### config.mk
export PLATFORM = sky130hd
export DESIGN_NAME = uart_frame_feeder_flat
export DESIGN_NICKNAME = d
export VERILOG_FILES = /design/src/rtl/uart_frame_feeder_if.sv /design/src/rtl/uart_frame_feeder.sv /design/src/flat_wrapper.sv
export SDC_FILE = /design/constraint.sdc
export NUM_CORES = 1
export LEC_CHECK = 0
export CAP_MARGIN = 10
export CORE_MARGIN = 2
export CORE_UTILIZATION = 50
export DETAILED_ROUTE_END_ITERATION = 8
export PLACE_DENSITY = 0.9
export SYNTH_ARGS = -nofsm -noshare
export SYNTH_HDL_FRONTEND = slang
export SYNTH_SLANG_ARGS = --single-unit
### constraint.sdc
create_clock -name clk -period 3.35 [get_ports clk]
set_clock_uncertainty 0.1 [all_clocks]
set_input_delay 0.335 -clock clk [delete_from_list [all_inputs] [get_ports clk]]
set_output_delay 0.335 -clock clk [all_outputs]
set_load 0.01 [all_outputs]
### src/rtl/uart_frame_feeder_if.sv
// Handshake bundle between the frame feeder, the pixel-byte FIFO and the UART TX.
// The master modport is the feeder; the slave modport is whatever drives the FIFO/UART side.
interface uart_frame_feeder_if #(
   parameter int CNT_W = 24
);
   logic             i_start;
   logic             o_fifo_rd_en;
   logic [7:0]       i_fifo_rd_data;
   logic             i_fifo_empty;
   logic             o_Tx_Dv;
   logic [7:0]       o_Tx_Byte;
   logic             i_Tx_Done;
   logic             o_busy;
   logic             o_frame_done;
   logic [CNT_W-1:0] o_byte_count;

   modport master (
      input  i_start, i_fifo_rd_data, i_fifo_empty, i_Tx_Done,
      output o_fifo_rd_en, o_Tx_Dv, o_Tx_Byte, o_busy, o_frame_done, o_byte_count
   );

   modport slave (
      output i_start, i_fifo_rd_data, i_fifo_empty, i_Tx_Done,
      input  o_fifo_rd_en, o_Tx_Dv, o_Tx_Byte, o_busy, o_frame_done, o_byte_count
   );
endinterface

### src/rtl/uart_frame_feeder.sv
// Drains one frame from the pixel FIFO into the UART TX: 4 sync bytes, then FRAME_BYTES payload.
// Define UART_FRAME_FEEDER_CHECKSUM_EN to append an XOR checksum byte after the payload.
module uart_frame_feeder #(
   parameter int          FRAME_BYTES = 153600,
   parameter int          CNT_W       = 24,
   parameter logic [31:0] SYNC_WORD   = 32'hFFAA_55FF
) (
   input  logic                clk,
   input  logic                rst_n,
   uart_frame_feeder_if.master bus
);

   localparam logic [CNT_W-1:0] FRAME_CNT = CNT_W'(FRAME_BYTES);

   typedef enum logic [3:0] {
      S_IDLE, S_HDR, S_FETCH, S_LATCH, S_SEND, S_WAIT_DONE, S_WAIT_IDLE, S_FIN
`ifdef UART_FRAME_FEEDER_CHECKSUM_EN
      , S_CSUM
`endif
   } state_e;

   state_e           state_q, state_d;
   logic [7:0]       byte_q, byte_d;
   logic [CNT_W-1:0] cnt_q, cnt_d;
   logic [1:0]       idx_q, idx_d;
   logic             hdr_q, hdr_d;
`ifdef UART_FRAME_FEEDER_CHECKSUM_EN
   logic [7:0]       xor_q, xor_d;
   logic             csum_q, csum_d;
`endif

   function automatic logic [7:0] sync_byte(input logic [1:0] idx);
      logic [1:0] sel;
      sel = 2'd3 - idx;
      return SYNC_WORD[{sel, 3'b000} +: 8];
   endfunction

   always_ff @(posedge clk or negedge rst_n) begin
      if (!rst_n) state_q <= S_IDLE;
      else        state_q <= state_d;
   end

   // Each WAIT_IDLE exit happens only once the UART has dropped done, so the next Dv is safe.
   always_comb begin
      state_d = state_q;
      case (state_q)
         S_IDLE:      if (bus.i_start) state_d = S_HDR;
         S_HDR:       state_d = S_WAIT_DONE;
         S_FETCH:     if (!bus.i_fifo_empty) state_d = S_LATCH;
         S_LATCH:     state_d = S_SEND;
         S_SEND:      state_d = S_WAIT_DONE;
         S_WAIT_DONE: if (bus.i_Tx_Done) state_d = S_WAIT_IDLE;
         S_WAIT_IDLE: begin
            if (!bus.i_Tx_Done) begin
               if (hdr_q)                 state_d = (idx_q == 2'd3) ? S_FETCH : S_HDR;
               else if (cnt_q < FRAME_CNT) state_d = S_FETCH;
`ifdef UART_FRAME_FEEDER_CHECKSUM_EN
               else if (!csum_q)          state_d = S_CSUM;
`endif
               else                       state_d = S_FIN;
            end
         end
`ifdef UART_FRAME_FEEDER_CHECKSUM_EN
         S_CSUM:      state_d = S_WAIT_DONE;
`endif
         S_FIN:       state_d = S_IDLE;
         default:     state_d = S_IDLE;
      endcase
   end

   always_comb begin
      byte_d = byte_q;
      cnt_d  = cnt_q;
      idx_d  = idx_q;
      hdr_d  = hdr_q;
`ifdef UART_FRAME_FEEDER_CHECKSUM_EN
      xor_d  = xor_q;
      csum_d = csum_q;
`endif
      if (state_q == S_IDLE && bus.i_start) begin
         cnt_d  = '0;
         idx_d  = 2'd0;
         hdr_d  = 1'b1;
`ifdef UART_FRAME_FEEDER_CHECKSUM_EN
         xor_d  = 8'h00;
         csum_d = 1'b0;
`endif
      end
      if (state_q == S_LATCH) begin
         byte_d = bus.i_fifo_rd_data;
`ifdef UART_FRAME_FEEDER_CHECKSUM_EN
         xor_d  = xor_q ^ bus.i_fifo_rd_data;
`endif
      end
      if (state_q == S_SEND) cnt_d = cnt_q + 1'b1;
      if (state_q == S_WAIT_IDLE && state_d == S_HDR)   idx_d = idx_q + 2'd1;
      if (state_q == S_WAIT_IDLE && state_d == S_FETCH) hdr_d = 1'b0;
      // Header and checksum bytes are loaded on entry so they are valid in the Dv cycle.
      if (state_d == S_HDR) byte_d = sync_byte(idx_d);
`ifdef UART_FRAME_FEEDER_CHECKSUM_EN
      if (state_d == S_CSUM) begin
         byte_d = xor_q;
         csum_d = 1'b1;
      end
`endif
   end

   always_ff @(posedge clk or negedge rst_n) begin
      if (!rst_n) begin
         byte_q <= 8'h00;
         cnt_q  <= '0;
         idx_q  <= 2'd0;
         hdr_q  <= 1'b0;
`ifdef UART_FRAME_FEEDER_CHECKSUM_EN
         xor_q  <= 8'h00;
         csum_q <= 1'b0;
`endif
      end else begin
         byte_q <= byte_d;
         cnt_q  <= cnt_d;
         idx_q  <= idx_d;
         hdr_q  <= hdr_d;
`ifdef UART_FRAME_FEEDER_CHECKSUM_EN
         xor_q  <= xor_d;
         csum_q <= csum_d;
`endif
      end
   end

   always_comb begin
      bus.o_fifo_rd_en = (state_q == S_FETCH) && !bus.i_fifo_empty;
      bus.o_Tx_Dv      = (state_q == S_HDR) || (state_q == S_SEND);
`ifdef UART_FRAME_FEEDER_CHECKSUM_EN
      if (state_q == S_CSUM) bus.o_Tx_Dv = 1'b1;
`endif
      bus.o_busy       = (state_q != S_IDLE);
      bus.o_frame_done = (state_q == S_FIN);
      bus.o_Tx_Byte    = byte_q;
      bus.o_byte_count = cnt_q;
   end

endmodule

### src/flat_wrapper.sv
// flat-port wrapper written by rule: the top's interface ports become plain ports
module uart_frame_feeder_flat 
#(
   parameter int          FRAME_BYTES = 153600,
   parameter int          CNT_W       = 24,
   parameter logic [31:0] SYNC_WORD   = 32'hFFAA_55FF
)
  (clk, rst_n, bus_i_start, bus_i_fifo_rd_data, bus_i_fifo_empty, bus_i_Tx_Done, bus_o_fifo_rd_en, bus_o_Tx_Dv, bus_o_Tx_Byte, bus_o_busy, bus_o_frame_done, bus_o_byte_count);
  uart_frame_feeder_if #(.CNT_W(CNT_W)) bus_i ();
  input  logic clk;
  input  logic rst_n;
  input wire logic [$bits(bus_i.i_start)-1:0] bus_i_start;
  input wire logic [$bits(bus_i.i_fifo_rd_data)-1:0] bus_i_fifo_rd_data;
  input wire logic [$bits(bus_i.i_fifo_empty)-1:0] bus_i_fifo_empty;
  input wire logic [$bits(bus_i.i_Tx_Done)-1:0] bus_i_Tx_Done;
  output wire logic [$bits(bus_i.o_fifo_rd_en)-1:0] bus_o_fifo_rd_en;
  output wire logic [$bits(bus_i.o_Tx_Dv)-1:0] bus_o_Tx_Dv;
  output wire logic [$bits(bus_i.o_Tx_Byte)-1:0] bus_o_Tx_Byte;
  output wire logic [$bits(bus_i.o_busy)-1:0] bus_o_busy;
  output wire logic [$bits(bus_i.o_frame_done)-1:0] bus_o_frame_done;
  output wire logic [$bits(bus_i.o_byte_count)-1:0] bus_o_byte_count;
  assign bus_i.i_start = bus_i_start;
  assign bus_i.i_fifo_rd_data = bus_i_fifo_rd_data;
  assign bus_i.i_fifo_empty = bus_i_fifo_empty;
  assign bus_i.i_Tx_Done = bus_i_Tx_Done;
  assign bus_o_fifo_rd_en = bus_i.o_fifo_rd_en;
  assign bus_o_Tx_Dv = bus_i.o_Tx_Dv;
  assign bus_o_Tx_Byte = bus_i.o_Tx_Byte;
  assign bus_o_busy = bus_i.o_busy;
  assign bus_o_frame_done = bus_i.o_frame_done;
  assign bus_o_byte_count = bus_i.o_byte_count;
  uart_frame_feeder #(.FRAME_BYTES(FRAME_BYTES), .CNT_W(CNT_W), .SYNC_WORD(SYNC_WORD)) u_core (.clk(clk), .rst_n(rst_n), .bus(bus_i));
endmodule
Yosys cells after proc, flatten, opt, wreduce, memory -nomap -nowiden --
Index checks and enable logic that the tools add are counted.
Cells by class: add/sub/neg operators 3, $lt $le $gt $ge 1, equality and inequality tests 10, shifts and indexed selects 1, muxes and demuxes 16, reduce and logical (&&, ||, !) cells 12
Operator list (number):
- 24-bit two-way mux | 2
- 32-bit by 6-bit variable part select with 8-bit output, first input constant | 1
- 24-bit by 1-bit adder with 24-bit output, second input constant | 1
- 24-bit by 18-bit less-than comparator with 1-bit output, second input constant | 1
- 4-bit case mux with 6 select lines | 1
- 4-bit two-way mux | 5
- 4-bit by 3-bit == test with 1-bit output, second input constant | 4
- 8-bit two-way mux | 2
- 4-bit by 2-bit == test with 1-bit output, second input constant | 3
- 4-bit by 1-bit == test with 1-bit output, second input constant | 2
- 2-bit two-way mux | 3
- 2-bit nonzero test | 3
- 1-bit logical AND | 4
- 4-bit logical NOT | 1
- 4-bit nonzero test | 1
- 3-bit two-way mux | 1
- 2-bit by 1-bit adder with 2-bit output, second input constant | 1
- 2-bit == test, second input constant | 1
- 1-bit two-way mux | 2
- 2-bit OR reduction | 1
- 2-bit subtractor, first input constant | 1
- 1-bit logical NOT | 1
- 1-bit logical OR | 1
Word-level totals: flip-flop bits (word level) 39, input bits 13, output and inout port bits 36, logic and storage cells 48

Longest topological paths before layout --
Gate-level depths: netlist of run 1.
depth after elaboration 11, mapped depth 7, depth with buffers taken out 5

Least setup slack after synthesis of run 1 --
Ideal clock, no wire load.
path kind register to register, start point register u_core.state_q[0], end point register u_core.cnt_q[22], in the netlist u_core.bus.o_byte_count[22], setup time 140 ps, arrival time 2183 ps, required time 3110 ps, slack 927 ps, cell stages (with the launch flop) 8, path buffers 3, period minus slack after synthesis 2423 ps, path through dfrtp_1 > buf_6 > or4b_1 > buf_2 > or4_4 > buf_6 > o311ai_0 > o41ai_1
Between the ends: cells in the longest elaborated chain, start to end 3, elaborated cells on any way between the ends 5, classes of those cells 1 x eq/ne; 1 x mux; 3 x reduce/logical
Ends and longest elaborated chain:
- from (decl) | RTL line uart_frame_feeder.sv:22 | state_e state_q, state_d;
- from (signal assigned) | RTL line uart_frame_feeder.sv:40 | else state_q <= state_d;
- 4-bit logical NOT | RTL line uart_frame_feeder.sv:80 | if (state_q == S_IDLE && bus.i_start) begin
- 1-bit logical AND | RTL line uart_frame_feeder.sv:80
- 2-bit nonzero test (no line)
- to (signal assigned) | RTL line uart_frame_feeder.sv:120 | cnt_q <= cnt_d;
- to (decl) | RTL line uart_frame_feeder.sv:24 | logic [CNT_W-1:0] cnt_q, cnt_d;
Several ways; a longest one is shown, not always the timed one. A chain may end at the register's enable or synchronous reset.

Worst setup path after layout of run 1 --
start point register u_core.state_q[0], end point register u_core.cnt_q[21], in the netlist u_core.bus.o_byte_count[21]
Same word-level chain as after synthesis.

==> qor.yml, run 1 <==
status:
  status: "finished clean"
setup_path:
  endpoint_kind: "flip-flop"
  cp_data_required_time_ns: 3.40
  cp-start-kind: "flip-flop"
  path_class: "flip-flop to flip-flop"
  path_max_fanout: 16
  crit_arrival_ns: 2.70
global_routing:
  globalRouteTotalUtil_pct: 21.8
  grt_pass1_vias: 1802
  grt_pass1_wl_um: 8530
  grt-ovfl-total: 0
  antenna_found_initial: 0
  grt_max_degree: 40
floorplan:
  std_cell_rows: 23
  die_area_um2: 4780
  die_w_um: 69.1
  die_h_um: 69.1
  start_util_pct: 52.6
  io_pins: 49
  core-area_um2: 4030
power:
  total_power_uw: 1110
  clkPwrFrac_pct: 36.6
  combPwrFrac_pct: 14.7
  power_frac_seq_pct: 48.7
  power.switching_uw: 287
  p_int_uw: 820
  swShare_pct: 25.9
  ir_drop_mv: 0.402
  p_leak_uw: 0.00109
  powerDensity_nw_per_um2: 407
place:
  gp_congestion: 0.871
  dp_slack_ns: 0.768
  port_buffers: 48
  dp_hpwl_um: 3520
  post-place-cells: 310
  dpl-instance-area_um2: 2600
layout:
  drive_gt1_share_pct: 5.22
  final-instance-count-excl-fill: 318
  final_nets: 282
  syn_to_final_growth_pct: 28.2
  antenna_cells: 0
  postLayoutCellArea_um2: 2720
timing:
  tightestPinTransition_ns: 0.844
  fmax_mhz: 377
  max-slew-margin-rel_pct: 43.7
  fin_ws_ns: 0.701
  period_share_pct: 79.1
  finalSetupTns_ns: 0
  rsz0062_at_grt: "false"
  setup_viol: 0
  slew_violations: 0
  hold_viol_final: 0
  post-route-min-period_ns: 2.65
yosys:
  ys.flop_type: "dfrtp_1"
  yosys-top-cells-area: "dfrtp_1 46%, mux2i_1 7.1%, nand2_1 4.6%, nand4_1 3.0%, a21oi_1 2.8%"
  yosys.area_share.xor_xnor_pct: 0.413
  synth_edf_count: 0
  synth_top_cell_by_area: "dfrtp_1"
  synth_compound_area_share_pct: 16.7
  syn-cell-area_um2: 2120
  synth_adder_area_share_pct: 1.18
  yosysWarnings: 0
  synth.area.mux_share_pct: 7.08
  synth_top_family_by_area: "simple AND/OR/NAND/NOR gates"
  synth-async-reset-ratio_pct: 100
  synthDistinctLibCells: 46
  ys_ff_latch: 39
  yosysSeqAreaShare_pct: 46.0
  syn_area_per_cell_um2: 9.42
  synth_nets: 240
  synth_simple_gate_area_share_pct: 24.3
  syn_inst: 225
  synth_top_area_share_pct: 46.0
clock_tree:
  cts.sinks: 39
  clk_path_buf_depth: 2
  ctsResizeCount: 0
  root_buffer: "clkbuf_8"
  h-tree-depth: 2
  cts_buffers: 5
  clk_latency_ns: 0.29
  cts_tree: "done"
  cts-hold-fix-buffers: 0
  clk_pin_slew_ns: 0.08
  cts_setup_buffers: 0
routing:
  routedWlPerCell_um: 15.9
  vias: 1969
  viasPerCell: 6.19
  wirelength_um: 5070
  drt-pass1-iter-count: 4
  first_iter_violations: 242
  ant_nets: 0
  remaining_drc_errors: 0
worst_hold_path:
  hold_class: "input pin to async pin"
run:
  drv_cap: 0
[registers in the layout (all words and copies together), names as in the netlist]
register,cells
u_core.idx_q,2
u_core.state_q,4
u_core.hdr_q,1
u_core.bus.o_Tx_Byte,8
u_core.bus.o_byte_count,24
[worst paths after layout]
check	start	endpoint	slack [ns]	cells past startpoint
worst min-delay path	rst_n	u_core.hdr_q	0.04	1
min in group clk	u_core.bus.o_byte_count[23]	u_core.bus.o_byte_count[23]	0.41	1
worst max register to register	u_core.state_q[0]	u_core.bus.o_byte_count[21]	0.70	4
max in group asynchronous	rst_n	u_core.bus.o_byte_count[1]	2.58	1
worst min register to register	u_core.bus.o_byte_count[23]	u_core.bus.o_byte_count[23]	0.41	1
worst max-delay path	u_core.state_q[0]	u_core.bus.o_byte_count[21]	0.70	4
[cells in the final DEF, fill, tap and decap left out, types with 4 or more instances in the layout]
cell / netlist / final
a21oi_1: 12 / 12
nand4_1: 10 / 10
o41ai_1: 5 / 5
clkdlybuf4s50_1: 0 / 47
nand3_1: 12 / 12
nor2_1: 12 / 12
clkbuf_8: 0 / 6
nor3_1: 9 / 9
o31ai_1: 4 / 4
nor2b_1: 5 / 5
inv_1: 4 / 4
nand2_1: 26 / 26
mux2i_1: 15 / 15
dfrtp_1: 39 / 39
o21ai_0: 10 / 10
o311ai_0: 6 / 6
[cell type report]
cell class                 count  area, um2
fill                         332       1310
sequential                    39        976
multi-input combinational    167       1060
tap                           50       62.6
timing repair buffer          50        490
clock inverter                 2       35.0
inverter                       4       15.0
clock buffer                   6       82.6
[cell families after synthesis]
| family | Yosys count |
|---|---|
| mux | 15 |
| flops | 39 |
| buf+inv | 19 |
| fa+ha+maj | 2 |
| other cells | 1 |
| compound gates | 52 |
| simple gates | 96 |
| xor+xnor | 1 |
[synthesized netlist by cell type (2+ instances only)]
master    instances
and3_1            2
nor2_1           12
o21ai_0          10
nor4_1            3
nand4_1          10
clkbuf_1         12
nor3_1            9
and4_1            3
buf_6             2
o41ai_1           5
dfrtp_1          39
or4_1             2
a21oi_1          12
o311ai_0          6
or3_1             3
a31oi_1           2
mux2i_1          15
o31ai_1           4
nand2_1          26
nor4bb_1          2
nand3_1          12
nor2b_1           5
a22o_1            2
ha_1              2
inv_1             4
[critical path, stage by stage, from the launching register on]
cell and delay (ns):
dfrtp_1 0.54, or4b_1 0.64, or4_4 0.64, o311ai_0 0.43, o41ai_1 0.16
[power groups by stage]
stage	registers, uW	clock network, uW	logic, uW
finish	539	405	162
global route	544	429	179
CTS	538	411	164
detailed placement	547	0	162
global placement	544	0	159
floorplan	537	0	82.1
[metal layers]
layer	GRT usage, %	vias to the layer above	routed length [um]
li1	-	934	-
met1	27.9	961	2240
met2	35.6	67	2460
met3	5.12	7	303
met4	8.71	0	62
met5	0	-	0
[through the flow]
step	hold slack [ns]	utilization [%]
6_report	0.0393	67.5
5_1_grt	0.112	67.5
4_1_cts	0.0718	67.5
3_5_place_dp	0.391	64.5
3_3_place_gp	0.384	64.5
2_1_floorplan	-0.0606	-
(Power assumes the default switching activity.)
==> run 2: changes to the inputs <==
--- a/config.mk
+++ b/config.mk
@@ -7,9 +7,9 @@
 export LEC_CHECK = 0
 export CAP_MARGIN = 10
 export CORE_MARGIN = 2
-export CORE_UTILIZATION = 50
+export CORE_UTILIZATION = 45
 export DETAILED_ROUTE_END_ITERATION = 8
-export PLACE_DENSITY = 0.9
+export PLACE_DENSITY = 0.86
 export SYNTH_ARGS = -nofsm -noshare
 export SYNTH_HDL_FRONTEND = slang
 export SYNTH_SLANG_ARGS = --single-unit
==> constraint.sdc (replaced) <==
create_clock -name clk -period 2.25 [get_ports clk]
set_clock_uncertainty 0.1 [all_clocks]
set_input_delay 0.225 -clock clk [delete_from_list [all_inputs] [get_ports clk]]
set_output_delay 0.225 -clock clk [all_outputs]
set_load 0.01 [all_outputs]
==> qor.yml, run 2 (synthesis gave the netlist of run 1 again) <==
timing:
  post-route-min-period_ns: 2.27
  period_share_pct: 101
  fmax_mhz: 441
  rsz0062_at_grt: "true"
  setup_viol: 2
  finalSetupTns_ns: -0.0260
  slew_violations: 0
  max-slew-margin-rel_pct: 43.5
  whs_ns: 0.435
  hold_viol_final: 0
  tightestPinTransition_ns: 0.848
  fin_ws_ns: -0.0173
global_routing:
  globalRouteTotalUtil_pct: 21.7
  antenna_found_initial: 0
  grt_pass1_wl_um: 8980
  grt_pass1_vias: 1884
  grt_max_degree: 40
  grt-ovfl-total: 0
run:
  drv_cap: 0
setup_path:
  r2r-end: "u_core.bus.o_byte_count[19]"
  cp_data_required_time_ns: 2.38
  rrSetupSlack_ns: -0.02
  crit_arrival_ns: 2.40
  ff2ff_path_depth: 4
  path_class: "flip-flop to flip-flop"
  endpoint_kind: "flip-flop"
  cp-start-kind: "flip-flop"
  reg2reg_from: "u_core.state_q[1]"
  path_max_fanout: 6
floorplan:
  die_h_um: 72.6
  die_area_um2: 5280
  die_w_um: 72.6
  std_cell_rows: 24
  start_util_pct: 47.7
  core-area_um2: 4440
  io_pins: 49
clock_tree:
  h-tree-depth: 2
  clk_path_buf_depth: 2
  root_buffer: "clkbuf_8"
  clk_pin_slew_ns: 0.07
  cts_tree: "done"
  cts.sinks: 39
  cts_buffers: 5
  clk_latency_ns: 0.29
layout:
  layout_common_cells: "47 x clkdlybuf4s50_1, 39 x dfrtp_1, 26 x nand2_1, 17 x buf_4, 15 x mux2i_1"
  drive_gt1_share_pct: 12.3
  final_nets: 299
  final_common_cell: "clkdlybuf4s50_1"
  largest_register_ffs: 24
  syn_to_final_growth_pct: 36.2
  final-instance-count-excl-fill: 337
  antenna_cells: 0
  utilization_pct: 64.9
power:
  power_frac_seq_pct: 46.8
  p_leak_uw: 0.00118
  powerDensity_nw_per_um2: 580
  combPwrFrac_pct: 17.5
  power.switching_uw: 432
  p_int_uw: 1240
  clkPwrFrac_pct: 35.7
  ir_drop_mv: 0.451
  swShare_pct: 25.8
  total_power_uw: 1670
routing:
  routedWlPerCell_um: 16.1
  vias: 2008
  remaining_drc_errors: 0
  viasPerCell: 5.96
  first_iter_violations: 139
  ant_nets: 0
  wirelength_um: 5430
  drt-pass1-iter-count: 4
worst_hold_path:
  hold_path_depth: 1
  hp-start: "u_core.bus.o_byte_count[7]"
  hold_class: "flip-flop to flip-flop"
  min_to: "u_core.bus.o_byte_count[7]"
place:
  dp_hpwl_um: 3810
  post-place-cells: 327
  gp_congestion: 0.822
  port_buffers: 48
status:
  status: "finished with violations"
  violations: "negative setup slack"
[run 2: changes by cell type in the layout (fill, tap and decap cells not counted)]
cell | before | now
or4_4 | 1 | 2
or4b_4 | 0 | 1
o311ai_2 | 0 | 2
o311ai_0 | 6 | 1
nor4_2 | 0 | 1
nor4_1 | 3 | 2
buf_4 | 2 | 17
or4b_1 | 1 | 0
o41ai_1 | 5 | 4
o41ai_2 | 0 | 1
dlygate4sd3_1 | 0 | 1
o311ai_1 | 0 | 3
[run 2: power groups by stage]
stage / logic (uW) / clock network, uW / registers (uW)
detailed placement: 288 / 0 / 795
floorplan: 123 / 0 / 800
CTS: 293 / 610 / 782
global placement: 281 / 0 / 791
global route: 323 / 635 / 790
finish: 293 / 598 / 783
[run 2: per-layer routing]
metal	share of wire (%)	wire, um	up-vias	track usage, %
li1	-	-	971	-
met1	43	2310	969	28.1
met2	50	2710	64	36.5
met3	6.6	360	4	5.39
met4	0.88	48	0	5.56
met5	0	0	-	0
[run 2: critical path, stage by stage (launching register included)]
cell and delay, ns:
dfrtp_1 0.38, or4b_4 0.57, or4_4 0.59, or4_1 0.49
nand2_1 0.08
[run 2: what timing repair did]
action / in CTS / in global routing
setup buffers: 0 / 0
endpoints found under the setup margin: 5 / 5
gates resized for setup: 4 / 3
cloned: 1 / 0
hold endpoints to repair: 39 / 0
pin swaps: 1 / 1
hold buffers: 1 / 0
[run 2: stage by stage]
| stage | worst slack (ns) | cell area (um2) |
|---|---|---|
| after floorplan | -0.0891 | 2120 |
| after global placement | -0.0146 | 2720 |
| after detailed placement | -0.0840 | 2720 |
| after CTS | -0.00761 | 2870 |
| after global routing | -0.0554 | 2890 |
| final | -0.0173 | 2890 |
[run 2: cell type report]
cell class | count | area (um2)
fillers | 368 | 1560
multi-input cells | 168 | 1100
flip-flops and latches | 39 | 976
repair buffers | 66 | 613
clock buffers | 6 | 82.6
well taps | 52 | 65.1
clock inverters | 2 | 35.0
inverters | 4 | 15.0
[run 2: worst max path at each step]
stage / start / end / slack [ns] / cells after the start
finish: u_core.state_q[1] / u_core.bus.o_byte_count[19] / -0.02 / 4
global route: u_core.state_q[1] / u_core.bus.o_byte_count[20] / -0.06 / 4
CTS: u_core.state_q[1] / u_core.bus.o_byte_count[19] / -0.008 / 4
detailed placement: u_core.state_q[1] / u_core.bus.o_byte_count[23] / -0.08 / 4
global placement: u_core.state_q[1] / u_core.bus.o_byte_count[20] / -0.01 / 4
floorplan: u_core.state_q[0] / u_core.bus.o_byte_count[21] / -0.09 / 7
==> run 3: changes to the inputs <==
--- a/config.mk
+++ b/config.mk
@@ -10,6 +10,7 @@
 export CORE_UTILIZATION = 45
 export DETAILED_ROUTE_END_ITERATION = 8
 export PLACE_DENSITY = 0.86
+export SKIP_CTS_REPAIR_TIMING = 1
 export SYNTH_ARGS = -nofsm -noshare
 export SYNTH_HDL_FRONTEND = slang
 export SYNTH_SLANG_ARGS = --single-unit
==> qor.yml, run 3 (synthesis gave the netlist of run 1 again) <==
clock_tree:
  h-tree-depth: 2
  clk_path_buf_depth: 2
  cts_tree: "done"
  clk_latency_ns: 0.30
  root_buffer: "clkbuf_8"
  cts.sinks: 39
  clk_pin_slew_ns: 0.07
  cts_buffers: 5
global_routing:
  grt_pass1_wl_um: 8800
  antenna_found_initial: 0
  grt_pass1_vias: 1859
  grt-ovfl-total: 0
  globalRouteTotalUtil_pct: 21.3
  grt_max_degree: 40
status:
  status: "finished with violations"
  violations: "negative hold slack, negative setup slack"
routing:
  routedWlPerCell_um: 16.4
  top_layer: "met4"
  wl_met1_um: 2430
  vias: 2030
  ant_nets: 0
  first_iter_violations: 163
  wl_met2_um: 2730
  wl_met3_um: 318
  drt-pass1-iter-count: 4
  remaining_drc_errors: 0
  wirelength_um: 5520
  viasPerCell: 6.04
layout:
  layout_common_cells: "47 x clkdlybuf4s50_1, 39 x dfrtp_1, 26 x nand2_1, 17 x buf_4, 15 x mux2i_1"
  postLayoutCellArea_um2: 2910
  multi_input_area_um2: 1130
  final_nets: 298
  antenna_cells: 0
  largest_register_ffs: 24
  filler_cell_count: 356
  drive_gt1_share_pct: 13.4
  final_common_cell: "clkdlybuf4s50_1"
  utilization_pct: 65.4
  syn_to_final_growth_pct: 37.1
  seq_area_um2: 976
place:
  gp_congestion: 0.822
  dp_hpwl_um: 3810
  port_buffers: 48
  dp_slack_ns: -0.0840
  dpl-instance-area_um2: 2720
run:
  drv_cap: 0
floorplan:
  die_area_um2: 5280
  die_h_um: 72.6
  start_util_pct: 47.7
  std_cell_rows: 24
  core-area_um2: 4440
  io_pins: 49
  die_w_um: 72.6
timing:
  slew_violations: 0
  hold_viol_final: 39
  whs_ns: -0.0646
  rsz0062_at_grt: "true"
  max-slew-margin-rel_pct: 43.3
  post-route-min-period_ns: 2.29
  fmax_mhz: 437
  setup_viol: 3
  tightestPinTransition_ns: 0.850
  fin_ws_ns: -0.0396
  period_share_pct: 102
power:
  p_leak_uw: 0.00120
  ir_drop_mv: 0.450
  powerDensity_nw_per_um2: 577
setup_path:
  cp-start-kind: "flip-flop"
  max_stage_delay_ns: 0.59
  endpoint_kind: "flip-flop"
  path_class: "flip-flop to flip-flop"
  crit_arrival_ns: 2.36
  cp_slowest_cell: "or4_4"
  cp_cell_sequence: "or4b_4, or4_4, buf_4, o311ai_2, o41ai_1"
  path_max_fanout: 6
  cp_data_required_time_ns: 2.32
worst_hold_path:
  hold_class: "input pin to async pin"
[run 3: path summary, 6_finish.rpt]
kind	slack, ns	cells after the start	to	start
setup / recovery	-0.04	5	u_core.bus.o_byte_count[18]	u_core.state_q[3]
hold / removal	-0.06	1	u_core.hdr_q	rst_n
setup reg to reg	-0.04	5	u_core.bus.o_byte_count[18]	u_core.state_q[3]
hold reg to reg	0.43	1	u_core.bus.o_byte_count[7]	u_core.bus.o_byte_count[7]
max in group asynchronous	1.59	1	u_core.bus.o_byte_count[16]	rst_n
min in group clk	0.43	1	u_core.bus.o_byte_count[7]	u_core.bus.o_byte_count[7]
[run 3: power by group]
part           internal (uW)  switching, uW  leakage [uW]
registers                736           47.6      0.000492
clock network            359            241     0.0000612
logic                    146            146      0.000646
total                   1240            435       0.00120
[run 3: layer usage]
metal / global-route usage, % / up-vias
met1: 27.9 / 996
met4: 6.17 / 0
met2: 34.8 / 60
met3: 5.66 / 4
li1: - / 970
met5: 0 / -
[run 3: stage by stage]
step / hold WS [ns] / power, uW / instances / setup TNS [ns]
after floorplan: -0.171 / 922 / 225 / -0.433
final: -0.0646 / 1680 / 336 / -0.0955
after CTS: -0.0451 / 1680 / 335 / -0.400
after global placement: 0.272 / 1070 / 327 / -0.0324
after global routing: 0.00557 / 1750 / 336 / -0.195
after detailed placement: 0.279 / 1080 / 327 / -0.355
[run 3: layout make-up]
| cell class | count | area share, % |
|---|---|---|
| Clock buffer | 6 | 2.84 |
| Clock inverter | 2 | 1.21 |
| Inverter | 4 | 0.517 |
| Multi-Input combinational cell | 168 | 38.8 |
| Sequential cell | 39 | 33.6 |
| Tap cell | 52 | 2.24 |
| Timing Repair Buffer | 65 | 20.8 |
[run 3: critical path, delay by kind of cell, from the launching register on]
family	cells	cell delay (ns)
AO/OA/AOI/OAI	2	0.34
buffers and inverters	1	0.17
flip-flops	1	0.38
AND/OR/NAND/NOR	2	1.16
